`src/rtl/spm_pkg.sv`:
```
// spm_pkg: shared types and helpers for the serial-parallel multiplier.
//   state_t : controller states (IDLE waits for start, RUN streams the product)
//   cnt_w   : width of the cycle counter needed to count 0..2*width inclusive
package spm_pkg;

  typedef enum logic {
    IDLE = 1'b0,
    RUN  = 1'b1
  } state_t;

  // The counter has to reach 2*width without wrapping.
  function automatic int cnt_w(input int width);
    return $clog2(2 * width + 1);
  endfunction

endpackage

```
`src/rtl/spm_csa_cell.sv`:
```
// spm_csa_cell: one-bit carry-save cell of the serial-parallel multiplier.
//   clk    : clock, rising edge
//   rst    : synchronous active-high reset, clears sum and carry
//   clr    : synchronous clear at the start of an operation
//   en     : advance the cell by one serial step
//   x_bit  : this cell's multiplicand bit
//   s      : current serial multiplier bit, shared by all cells
//   sum_in : registered sum of the next-higher cell (or the top-cell input)
//   sum    : registered sum, passed down to the next-lower cell
//   carry  : registered carry, fed back into this cell on the next step
module spm_csa_cell (
  input  logic clk,
  input  logic rst,
  input  logic clr,
  input  logic en,
  input  logic x_bit,
  input  logic s,
  input  logic sum_in,
  output logic sum,
  output logic carry
);

  logic pp;

  assign pp = x_bit & s;

  always_ff @(posedge clk) begin
    if (rst || clr) begin
      sum   <= 1'b0;
      carry <= 1'b0;
    end else if (en) begin
      sum   <= pp ^ sum_in ^ carry;
      carry <= (pp & sum_in) | (pp & carry) | (sum_in & carry);
    end
  end

endmodule

```
`src/rtl/spm_mult_seq.sv`:
```
// spm_mult_seq: parametrised serial-parallel multiplier.
// The multiplicand x is held in parallel; the multiplier y is shifted out
// LSB-first through a chain of WIDTH carry-save cells. One product bit falls
// out of cell 0 per step, LSB-first, for 2*WIDTH steps.
//   clk     : clock, rising edge
//   rst     : synchronous active-high reset (aborts any operation)
//   start   : request, accepted only while idle (busy==0)
//   x, y    : operands, sampled at the accept edge
//   busy    : operation in progress
//   p_valid : p_bit carries a product bit this cycle
//   p_bit   : serial product bit, LSB first
//   done    : one-cycle pulse with the final p_valid
//   product : parallel product, complete while done==1 and held afterwards
module spm_mult_seq
  import spm_pkg::*;
#(
  parameter int WIDTH  = 32,
  parameter bit SIGNED = 1'b0
) (
  input  logic               clk,
  input  logic               rst,
  input  logic               start,
  input  logic [WIDTH-1:0]   x,
  input  logic [WIDTH-1:0]   y,
  output logic               busy,
  output logic               p_valid,
  output logic               p_bit,
  output logic               done,
  output logic [2*WIDTH-1:0] product
);

  localparam int PW = 2 * WIDTH;
  localparam int CW = cnt_w(WIDTH);
  localparam logic [CW-1:0] CNT_LAST = CW'(PW);

  state_t           state_reg;
  state_t           state_next;
  logic [WIDTH-1:0] x_reg;
  logic [WIDTH-1:0] y_sh_reg;
  logic [CW-1:0]    cnt_reg;
  logic [PW-1:0]    product_reg;

  logic             accept;
  logic             step;
  logic             s;
  logic             fill;
  logic             top_sum_in;
  logic             bit0_next;
  logic [WIDTH-1:0] sum;
  logic [WIDTH-1:0] carry;
  logic [WIDTH-1:0] sum_in;

  // Serial multiplier bit; once the real y bits are used up the shifter
  // supplies its fill bit, which sign-extends y in signed mode.
  assign s    = y_sh_reg[0];
  assign fill = SIGNED & y_sh_reg[WIDTH-1];

  // ------------------------------------------------------------------
  // Controller
  // ------------------------------------------------------------------
  always_ff @(posedge clk) begin
    if (rst) begin
      state_reg <= IDLE;
    end else begin
      state_reg <= state_next;
    end
  end

  always_comb begin
    state_next = state_reg;
    accept     = 1'b0;
    step       = 1'b0;
    busy       = 1'b0;
    p_valid    = 1'b0;
    done       = 1'b0;
    case (state_reg)
      IDLE: begin
        if (start) begin
          accept     = 1'b1;
          state_next = RUN;
        end
      end
      RUN: begin
        busy = 1'b1;
        // cnt_reg==k in the cycle after step k, so the first RUN cycle
        // (cnt_reg==0) has no product bit yet.
        p_valid = (cnt_reg != '0);
        if (cnt_reg == CNT_LAST) begin
          // Final bit is on p_bit; the done cycle issues no further step.
          done       = 1'b1;
          state_next = IDLE;
        end else begin
          step = 1'b1;
        end
      end
      default: begin
        state_next = IDLE;
      end
    endcase
  end

  // ------------------------------------------------------------------
  // Carry-save cell chain
  // ------------------------------------------------------------------
  generate
    for (genvar gi = 0; gi < WIDTH; gi++) begin : g_cell
      if (gi < WIDTH - 1) begin : g_mid
        assign sum_in[gi] = sum[gi+1];
      end else begin : g_top
        assign sum_in[gi] = top_sum_in;
      end

      spm_csa_cell u_cell (
        .clk    (clk),
        .rst    (rst),
        .clr    (accept),
        .en     (step),
        .x_bit  (x_reg[gi]),
        .s      (s),
        .sum_in (sum_in[gi]),
        .sum    (sum[gi]),
        .carry  (carry[gi])
      );
    end
  endgenerate

  // Top-cell sum input. In signed mode the multiplicand's MSB has weight
  // -2^(WIDTH-1). The top cell already adds pp_top at +2^(WIDTH-1), so the
  // chain is fed -pp_top at weight 2^WIDTH: the bit stream of pp_top is
  // negated serially (copy bits up to and including the first 1, invert
  // afterwards) and registered, which aligns it one weight above the top
  // cell on the following step.
  generate
    if (SIGNED) begin : g_neg
      logic pp_top;
      logic neg_seen_reg;
      logic neg_bit_reg;

      assign pp_top = x_reg[WIDTH-1] & s;

      always_ff @(posedge clk) begin
        if (rst || accept) begin
          neg_seen_reg <= 1'b0;
          neg_bit_reg  <= 1'b0;
        end else if (step) begin
          neg_bit_reg  <= pp_top ^ neg_seen_reg;
          neg_seen_reg <= neg_seen_reg | pp_top;
        end
      end

      assign top_sum_in = neg_bit_reg;
    end else begin : g_pos
      assign top_sum_in = 1'b0;
    end
  endgenerate

  // Value cell 0 will register on this step, i.e. the product bit that
  // becomes visible on p_bit next cycle. Shifting it into the product
  // register on the same edge keeps the parallel product complete in the
  // done cycle.
  assign bit0_next = (x_reg[0] & s) ^ sum_in[0] ^ carry[0];

  // ------------------------------------------------------------------
  // Operand registers, y shifter, counter, product shifter
  // ------------------------------------------------------------------
  always_ff @(posedge clk) begin
    if (rst) begin
      x_reg       <= '0;
      y_sh_reg    <= '0;
      cnt_reg     <= '0;
      product_reg <= '0;
    end else if (accept) begin
      x_reg       <= x;
      y_sh_reg    <= y;
      cnt_reg     <= '0;
      product_reg <= '0;
    end else if (step) begin
      y_sh_reg    <= {fill, y_sh_reg[WIDTH-1:1]};
      cnt_reg     <= cnt_reg + CW'(1);
      product_reg <= {bit0_next, product_reg[PW-1:1]};
    end
  end

  assign p_bit   = sum[0];
  assign product = product_reg;

endmodule

```
`config.mk`:
```
export PLATFORM = sky130hd
export DESIGN_NAME = spm_mult_seq
export DESIGN_NICKNAME = d
export VERILOG_FILES = /design/src/rtl/spm_pkg.sv /design/src/rtl/spm_csa_cell.sv /design/src/rtl/spm_mult_seq.sv
export SDC_FILE = /design/constraint.sdc
export NUM_CORES = 1
export LEC_CHECK = 0
export CAP_MARGIN = 10
export CORE_ASPECT_RATIO = 0.6
export CORE_UTILIZATION = 54
export DETAILED_ROUTE_END_ITERATION = 8
export GPL_ROUTABILITY_DRIVEN = 0
export PLACE_DENSITY = 0.81
export SLEW_MARGIN = 25
export SYNTH_ARGS = -nofsm -noshare
export SYNTH_HDL_FRONTEND = slang
export SYNTH_SLANG_ARGS = --single-unit
export TNS_END_PERCENT = 20
```
`constraint.sdc`:
```
create_clock -name clk -period 2.47 [get_ports clk]
set_input_delay 0.494 -clock clk [delete_from_list [all_inputs] [get_ports clk]]
set_output_delay 0.494 -clock clk [all_outputs]
set_load 0.1 [all_outputs]
```
## Word level (Yosys, flattened, before mapping)

Index checks and enable logic that the tools add are counted.
W data, S select, Z words.

- ROM bits: 0
- Register bits after elaboration: 200
- Latch bits: 0
- Input port bits: 67
- Bits in writable memories: 0
- Memories: 0
- Logic and storage cells: 338
- Output and inout port bits: 68

- Mux-type cells: 11
- Order comparisons: 0
- Equal/unequal tests: 1
- $mul: 0
- $add $sub $neg: 1
- Divide/modulo/power cells: 0
- Reduce and logical (&&, ||, !) cells: 4
- Shift operators: 0
- Bitwise gates (word level): 252

Operators by type and width:

| cell | number |
|---|---|
| $and A1 B1 Y1 | 126 |
| $mux W32 | 2 |
| $xor A1 B1 Y1 | 63 |
| $or A1 B1 Y1 | 62 |
| $mux W1 | 8 |
| $add A7 B1 Y7 const B | 1 |
| $eq A7 B7 Y1 const B | 1 |
| $reduce_bool A7 Y1 | 1 |
| $pmux W1 S2 | 1 |
| $reduce_bool A2 Y1 | 1 |
| $reduce_or A2 Y1 | 1 |
| $logic_or A1 B1 Y1 | 1 |
| $not A1 Y1 | 1 |

## Logic depth before layout (Yosys ltp)

Gate-level depths: netlist (run 1).

- Depth after elaboration: 5
- Depth in mapped cells: 8

## Cells and area by module

From an unflattened synthesis (run 1), not the netlist that was laid out.

- Cell total of the unflattened synthesis: 900
- Area total of the unflattened synthesis: 8214.1 um^2

Modules (own cells, without submodules):

| module | sequential area each (um^2) | cells each | area an instance (um^2) | times used |
|---|---|---|---|---|
| spm_mult_seq | 2722.6 | 580 | 4832.1 | 1 |
| spm_csa_cell at g_cell[0].u_cell ... | 40.0 | 10 | 108.9 | 23 |
| spm_csa_cell at g_cell[10].u_cell ... | 40.0 | 10 | 97.6 | 9 |

## Worst setup path before layout (run 1)

OpenSTA, ideal clock, no wires.

- Path type: register to output
- Start: register state_reg
- End: output port done
- Data arrival time: 3.300 ns
- Cell stages (with the launch flop): 3
- Path slack: -1.324 ns
- Path through: dfxtp_1 -> inv_1 -> nor3_1

- Longest elaborated chain between the ends: 1

RTL lines:

| element | RTL line | RTL |
|---|---|---|
| start, declared | spm_mult_seq.sv:36 | `state_t state_reg;` |
| start signal, assigned | spm_mult_seq.sv:65 | `state_reg <= state_next;` |
| $mux W1 | spm_mult_seq.sv:76 | `case (state_reg)` |
| end, declared | spm_mult_seq.sv:28 | `output logic done,` |

Every way passes these cells.

## Worst setup path after layout (run 1)

- Start: register cnt_reg[0]
- End: output port done

- Longest elaborated chain between the ends: 3

RTL lines:

| element | RTL line | RTL |
|---|---|---|
| start, declared | spm_mult_seq.sv:40 | `logic [CW-1:0] cnt_reg;` |
| start signal, assigned | spm_mult_seq.sv:179 | `cnt_reg <= cnt_reg + CW'(1);` |
| $eq A7 B7 Y1 | spm_mult_seq.sv:88 | `if (cnt_reg == CNT_LAST) begin` |
| $mux W1 | spm_mult_seq.sv:88 |  |
| $mux W1 | spm_mult_seq.sv:76 |  |

Every way passes these cells.

==> results of run 1 <==
[final timing paths]
path	end	startpoint	slack (ns)
max	done	cnt_reg[0]$_SDFFE_PP0P_	0.09
min	x_reg[11]$_SDFFE_PP0P_	x_reg[11]$_SDFFE_PP0P_	0.46
max reg2reg	g_cell[26].u_cell.carry$_SDFFE_PP0P_	cnt_reg[0]$_SDFFE_PP0P_	0.44
min reg2reg	x_reg[11]$_SDFFE_PP0P_	x_reg[11]$_SDFFE_PP0P_	0.46
[kinds of logic (layout without fill, tap and decap cells)]
| kind of cell | count (synthesis) | after routing |
|---|---|---|
| XOR/XNOR | 2 | 2 |
| flip-flops | 199 | 199 |
| AO/OA/AOI/OAI | 235 | 235 |
| AND/OR/NAND/NOR | 187 | 187 |
| multiplexers | 64 | 64 |
| adder cells (fa/ha/maj) | 34 | 34 |
| buffers and inverters | 223 | 316 |
[cell type report]
class / count / area share
Multi-Input combinational cell: 522 / 0.3736
Clock buffer: 17 / 0.03904
Sequential cell: 199 / 0.3658
Inverter: 127 / 0.04397
Clock inverter: 15 / 0.01607
Timing Repair Buffer: 157 / 0.1382
Tap cell: 203 / 0.02331
[stage by stage]
stage               power [mW]  cell area [µm²]  TNS [ns]
finish                   6.838            10900         0
global route             7.083            10900         0
CTS                      6.876            10900         0
detailed placement       4.118            10290         0
global placement         4.113            10290         0
floorplan                3.861             8926   -0.2584
[layer usage]
layer  vias up  track usage
met1      3332       0.3380
li1       3496            -
met3        15      0.05784
met5         -            0
met4         0      0.05999
met2       184       0.3612
[worst register-to-register path, delay by kind of cell, from the launching register on]
family	cells	cell delay (ns)
AOI/OAI and AO/OA	2	0.36
buffers and inverters	2	0.66
DFF	1	0.42
and+or+nand+nor	1	0.27
adders and majority gates	1	0.21
[where the power goes]
part	internal (mW)	total, mW	switching, mW
sequential	3.29	3.35	0.0551
combinational	0.293	0.705	0.411
clock	1.38	2.79	1.41
total	4.97	6.84	1.87
[cell usage in the layout (no fill, tap or decap), drive strengths merged, types with 2 or more instances in the layout]
master,netlist,routed
mux2i,64,64
nor2,4,4
nand4,2,2
o221a,31,31
dfxtp,199,199
o31ai,63,63
o2111ai,65,65
fa,31,31
xor2,2,2
nor3,3,3
clkbuf,63,17
clkinv,0,6
or3,3,3
o21ai,6,6
ha,3,3
nand3,70,70
clkdlybuf4s50,0,66
or3b,2,2
a21oi,36,36
inv,127,136
o21a,31,31
nand2,99,99
buf,33,91
[what timing repair did]
action | 4_1_cts | 5_1_grt
pin swaps | 1 | 0
setup endpoints to repair | 1 | 1
resized for setup | 1 | 1
setup buffers | 1 | 0
==> metrics, run 1 <==
run status complete, no violations; DR DRC count 0; CTS max path bufs 2; Die H 101.5 µm; Die Wd roughly 170 µm; TritonRoute pass-1 iters 5; main combinational cell family by area after synthesis compound AO/OA/AOI/OAI gates; Top FF cell, synth dfxtp_1; # rows 35; RSZ-0062 raised after global routing false; period utilization 0.9627; EDFF count, synth 0; Final setup viols 0; maxcap violations 0; critical path launch point type flip-flop; die area roughly 0.017 mm²; post-synth cell types 33; clk_lat worst skew approximately 0.43 ns; CP max stage delay 0.42 ns; largest net degree at the start of global routing 69; share of layout cells above drive strength 1 0.1427; CTS tree built; Buf/Inv on CP 2; vias in the first global route 6,625; Max FO, Critical Path 5; hold_buf cts 0; Final #Nets 1,125; metal3 WL 1.171 mm; Synth Area in Simple Gates 0.09337; post-route core utilization 0.6932; Post-synth top cells dfxtp_1 (199), inv_1 (127), nand2_1 (99); Worst Setup Slack, final 0.09211 ns; Pwr per Cell Area 627.5 mW/mm²; post-synth top area cell dfxtp_1; root buffer cell clkbuf_16; stages on the worst setup path 5; H-tree level count 4; DP HPWL approximately 12 mm; CORE AREA 0.01572 mm²; post-synthesis mux area share 0.07189; CP cell instances inv_1 > ha_1 > or3b_4 > nor3_4 > buf_12; Synth Area in Adders 0.07386; initial DRC count between 500 and 600; WHS 0.4556 ns; HP Class reg2reg; Final Slew Violations 0; Area Overhead vs Synth 22.30%; Final Hold Fails 0; CTS buffer count 17; Synth top area share 0.4471; met2 wire len 8.820 mm; Register Area 0.003986 mm²; Avg WL per Cell between 15 and 20 µm; max reg flops 64; count leader, synth dfxtp_1; I/O pin count 135; most area-consuming cells after synthesis dfxtp_1 (45%), mux2i_1 (7.2%), fa_1 (7.0%); vias per cell 5.667; initial antenna violation count 0; Slew @ Worst Pin 0.7216 ns; required time worst endpoint just under 2 ns; vias after detailed routing roughly 7,000; syn_area_per_cell between 9 and 10 µm²; worst slack, placed 0.3521 ns; first-pass GRT wire length 32.89 mm; total wire length 19.77 mm; FFs w/ async S/R, synth 0; M1 WL 9.584 mm; fmax around 0.42 GHz; fillers ~1,200; Routed Antenna Nets 0; Yosys warnings 0; Worst path slowest cell or3b_4; antenna cell count 0; Post-Layout Cell Count between 1,000 and 1,500; CTS clk-pin slew, worst paths ~0.07 ns; minimum clock period about 2.4 ns; Net Count, Synth 1,045; GR Util All Layers 0.2369; xor-xnor portion of the synthesized cell area 0.001966; headroom to the max-slew limit 0.5189; Synth Register Bits 199; initial core utilization 0.5668; Syn Inst Count 944; Worst Skew 0.01301 ns; CTS Sinks 199; crit path capture type output port; multi-input logic area 0.004071 mm²; Critical Path AT approximately 1.9 ns; hold path depth 2; post-synthesis sequential area ratio 0.4471; PortBufs 134; critical path's top delay family simple AND/OR/NAND/NOR gates; FF-to-FF path depth 6; LEAKAGE 4.458 nW; WS Path Type reg2out; Synth Area in Compound Gates 0.2086; placed insts 1,207; gr ovfl total 0; DR top layer met4; maximum vdd drop 0.3770 mV; Mapped Area 0.008911 mm²
Power figures use the tool's default switching activity.
==> run 2, diff against run 1 <==
Settings changed: GPL_TIMING_DRIVEN set to 0, SETUP_SLACK_MARGIN set to 0.02.
==> metrics, run 2 (same netlist as run 1, synthesis figures left out) <==
minimum clock period 2.431 ns (was 2.378 ns); critical path's top delay family buffers and inverters (was simple AND/OR/NAND/NOR gates); total wire length 23.05 mm (was 19.77 mm); CP cell instances clkdlybuf4s50_1 (was inv_1 > ha_1 > or3b_4 > nor3_4 > buf_12); I/O pin count 135 (unchanged); largest net degree at the start of global routing 21 (was 69); vias per cell 5.740 (was 5.667); gr ovfl total 0 (unchanged); # rows 35 (unchanged); commonest non-fill, non-tap cell in the layout dfxtp_1 (unchanged); antenna cell count 0 (unchanged); root buffer cell clkbuf_16 (unchanged); Critical Path AT 1.94 ns (was 1.88 ns); Final setup viols 0 (unchanged); Area Overhead vs Synth 26.48% (was 22.30%); vias after detailed routing 7,559 (was 7,027); PortBufs 133 (was 134); DR DRC count 0 (unchanged); Buf/Inv on CP 1 (was 2); max reg flops 64 (unchanged); Pwr per Cell Area 611.2 mW/mm² (was 627.5 mW/mm²); initial antenna violation count 0 (unchanged); vias in the first global route 7,264 (was 6,625); critical path launch point type flip-flop (unchanged); initial DRC count 627 (was 584); initial core utilization 0.5668 (unchanged); Die H 101.5 µm (unchanged); Worst Skew 0.009347 ns (was 0.01301 ns); LEAKAGE 5.092 nW (was 4.458 nW); WHS 0.3481 ns (was 0.4556 ns); highest-count cells in the layout ignoring fill and taps dfxtp_1 (196), inv_1 (125), nand2_1 (99) (was dfxtp_1 (197), inv_1 (126), nand2_1 (98)); Register Area 0.003993 mm² (was 0.003986 mm²); Worst path slowest cell clkdlybuf4s50_1 (was or3b_4); Die Wd 167.8 µm (unchanged); TritonRoute pass-1 iters 5 (unchanged); DP HPWL 15.85 mm (was 12.17 mm); multi-input logic area 0.004044 mm² (was 0.004071 mm²); crit path capture type output port (unchanged); CP max stage delay 1.15 ns (was 0.42 ns); Routed Antenna Nets 0 (unchanged); clk_lat worst skew 0.44 ns (was 0.43 ns); die area 0.01704 mm² (unchanged); overall power 6.888 mW (was 6.838 mW); Slew @ Worst Pin 1.033 ns (was 0.7216 ns); Final #Nets 1,202 (was 1,125); CTS max path bufs 2 (unchanged); share of layout cells above drive strength 1 0.07720 (was 0.1427); hold_buf cts 0 (unchanged); CTS buffer count 17 (unchanged); run status complete, no violations (unchanged); maxcap violations 0 (unchanged); Avg WL per Cell 17.50 µm (was 15.94 µm); flop2flop setup slack 0.22 ns (was 0.44 ns); H-tree level count 4 (unchanged); CTS clk-pin slew, worst paths 0.08 ns (was 0.07 ns); fmax 0.4113 GHz (was 0.4205 GHz); HP Class in2reg (was reg2reg); WS Path Type reg2out (unchanged); maximum vdd drop 0.3955 mV (was 0.3770 mV); Final Hold Fails 0 (unchanged); CTS Sinks 199 (unchanged); required time worst endpoint 1.98 ns (about the same); setup total negative slack 0 ns (unchanged); Max FO, Critical Path 2 (was 5); CORE AREA 0.01572 mm² (unchanged); Final Slew Violations 0 (unchanged); GR Util All Layers 0.2739 (was 0.2369); period utilization 0.9842 (was 0.9627); first-pass GRT wire length 37.07 mm (was 32.89 mm); CTS tree built (unchanged); fillers 1,153 (was 1,189); headroom to the max-slew limit 0.3143 (was 0.5189)
==> run 2: cell count changes in the layout (fill, tap and decap cells not counted), moves of 2 or more <==
cell             delta
buf_1              +11
buf_12             -12
buf_2              +11
buf_4              -68
buf_6               +9
clkbuf_1           +60
clkdlybuf4s50_1    +16
clkinv_4            +3
dfxtp_4             +2
dlygate4sd2_1      +14
dlymetal6s2s_1     +35
inv_2               +2
==> run 2: power breakdown <==
part | leakage (nW) | total, mW | internal (mW) | switching [mW]
Combinational | 3.18 | 0.764 | 0.300 | 0.464
Clock | 0.292 | 2.78 | 1.39 | 1.39
Sequential | 1.62 | 3.34 | 3.29 | 0.0505
Total | 5.09 | 6.89 | 4.98 | 1.91
==> run 2: path summary, 6_finish.rpt <==
path,from,end,depth (start not counted)
worst min-delay path,rst,x_reg[1]$_SDFFE_PP0P_,2
worst max register to register,cnt_reg[0]$_SDFFE_PP0P_,product[41]$_SDFFE_PP0P_,8
worst min register to register,x_reg[19]$_SDFFE_PP0P_,x_reg[19]$_SDFFE_PP0P_,2
worst max-delay path,product[60]$_SDFFE_PP0P_,product[60],1
==> run 2: timing repair <==
| action | in CTS | in global routing |
|---|---|---|
| pin swaps | 1 | 1 |
| endpoints found under the hold margin | 0 | 0 |
| setup endpoints to repair | 27 | 48 |
| buffers inserted | 0 | 8 |
| resized for setup | 33 | 48 |
==> run 2: area by class of cell <==
| cell class | count | share of cell area |
|---|---|---|
| buffer | 93 | 0.03885 |
| inverter | 127 | 0.04230 |
| tap | 203 | 0.02254 |
| clock buffer | 18 | 0.03897 |
| sequential | 199 | 0.3542 |
| multi-input combinational | 522 | 0.3588 |
| clock inverter | 14 | 0.01421 |
| timing repair buffer | 141 | 0.1301 |
==> run 2: layer usage <==
metal	up-vias	global-route usage	wire length, µm
li1	3631	-	-
met1	3644	0.3935	11250
met2	242	0.4160	10050
met3	42	0.05354	1301
met4	0	0.08892	453
met5	-	0	0
==> run 2: metrics by stage <==
stage,instance area (µm²),utilization,setup WS [ns],instances
final,11270,0.7169,0.03894,1317
after global routing,11270,0.7169,-0.006711,1317
after CTS,11110,0.7064,-0.04400,1311
after detailed placement,10510,0.6686,-0.7039,1280
after global placement,10510,0.6686,-0.6943,1280
after floorplan,8926,-,-0.1398,944
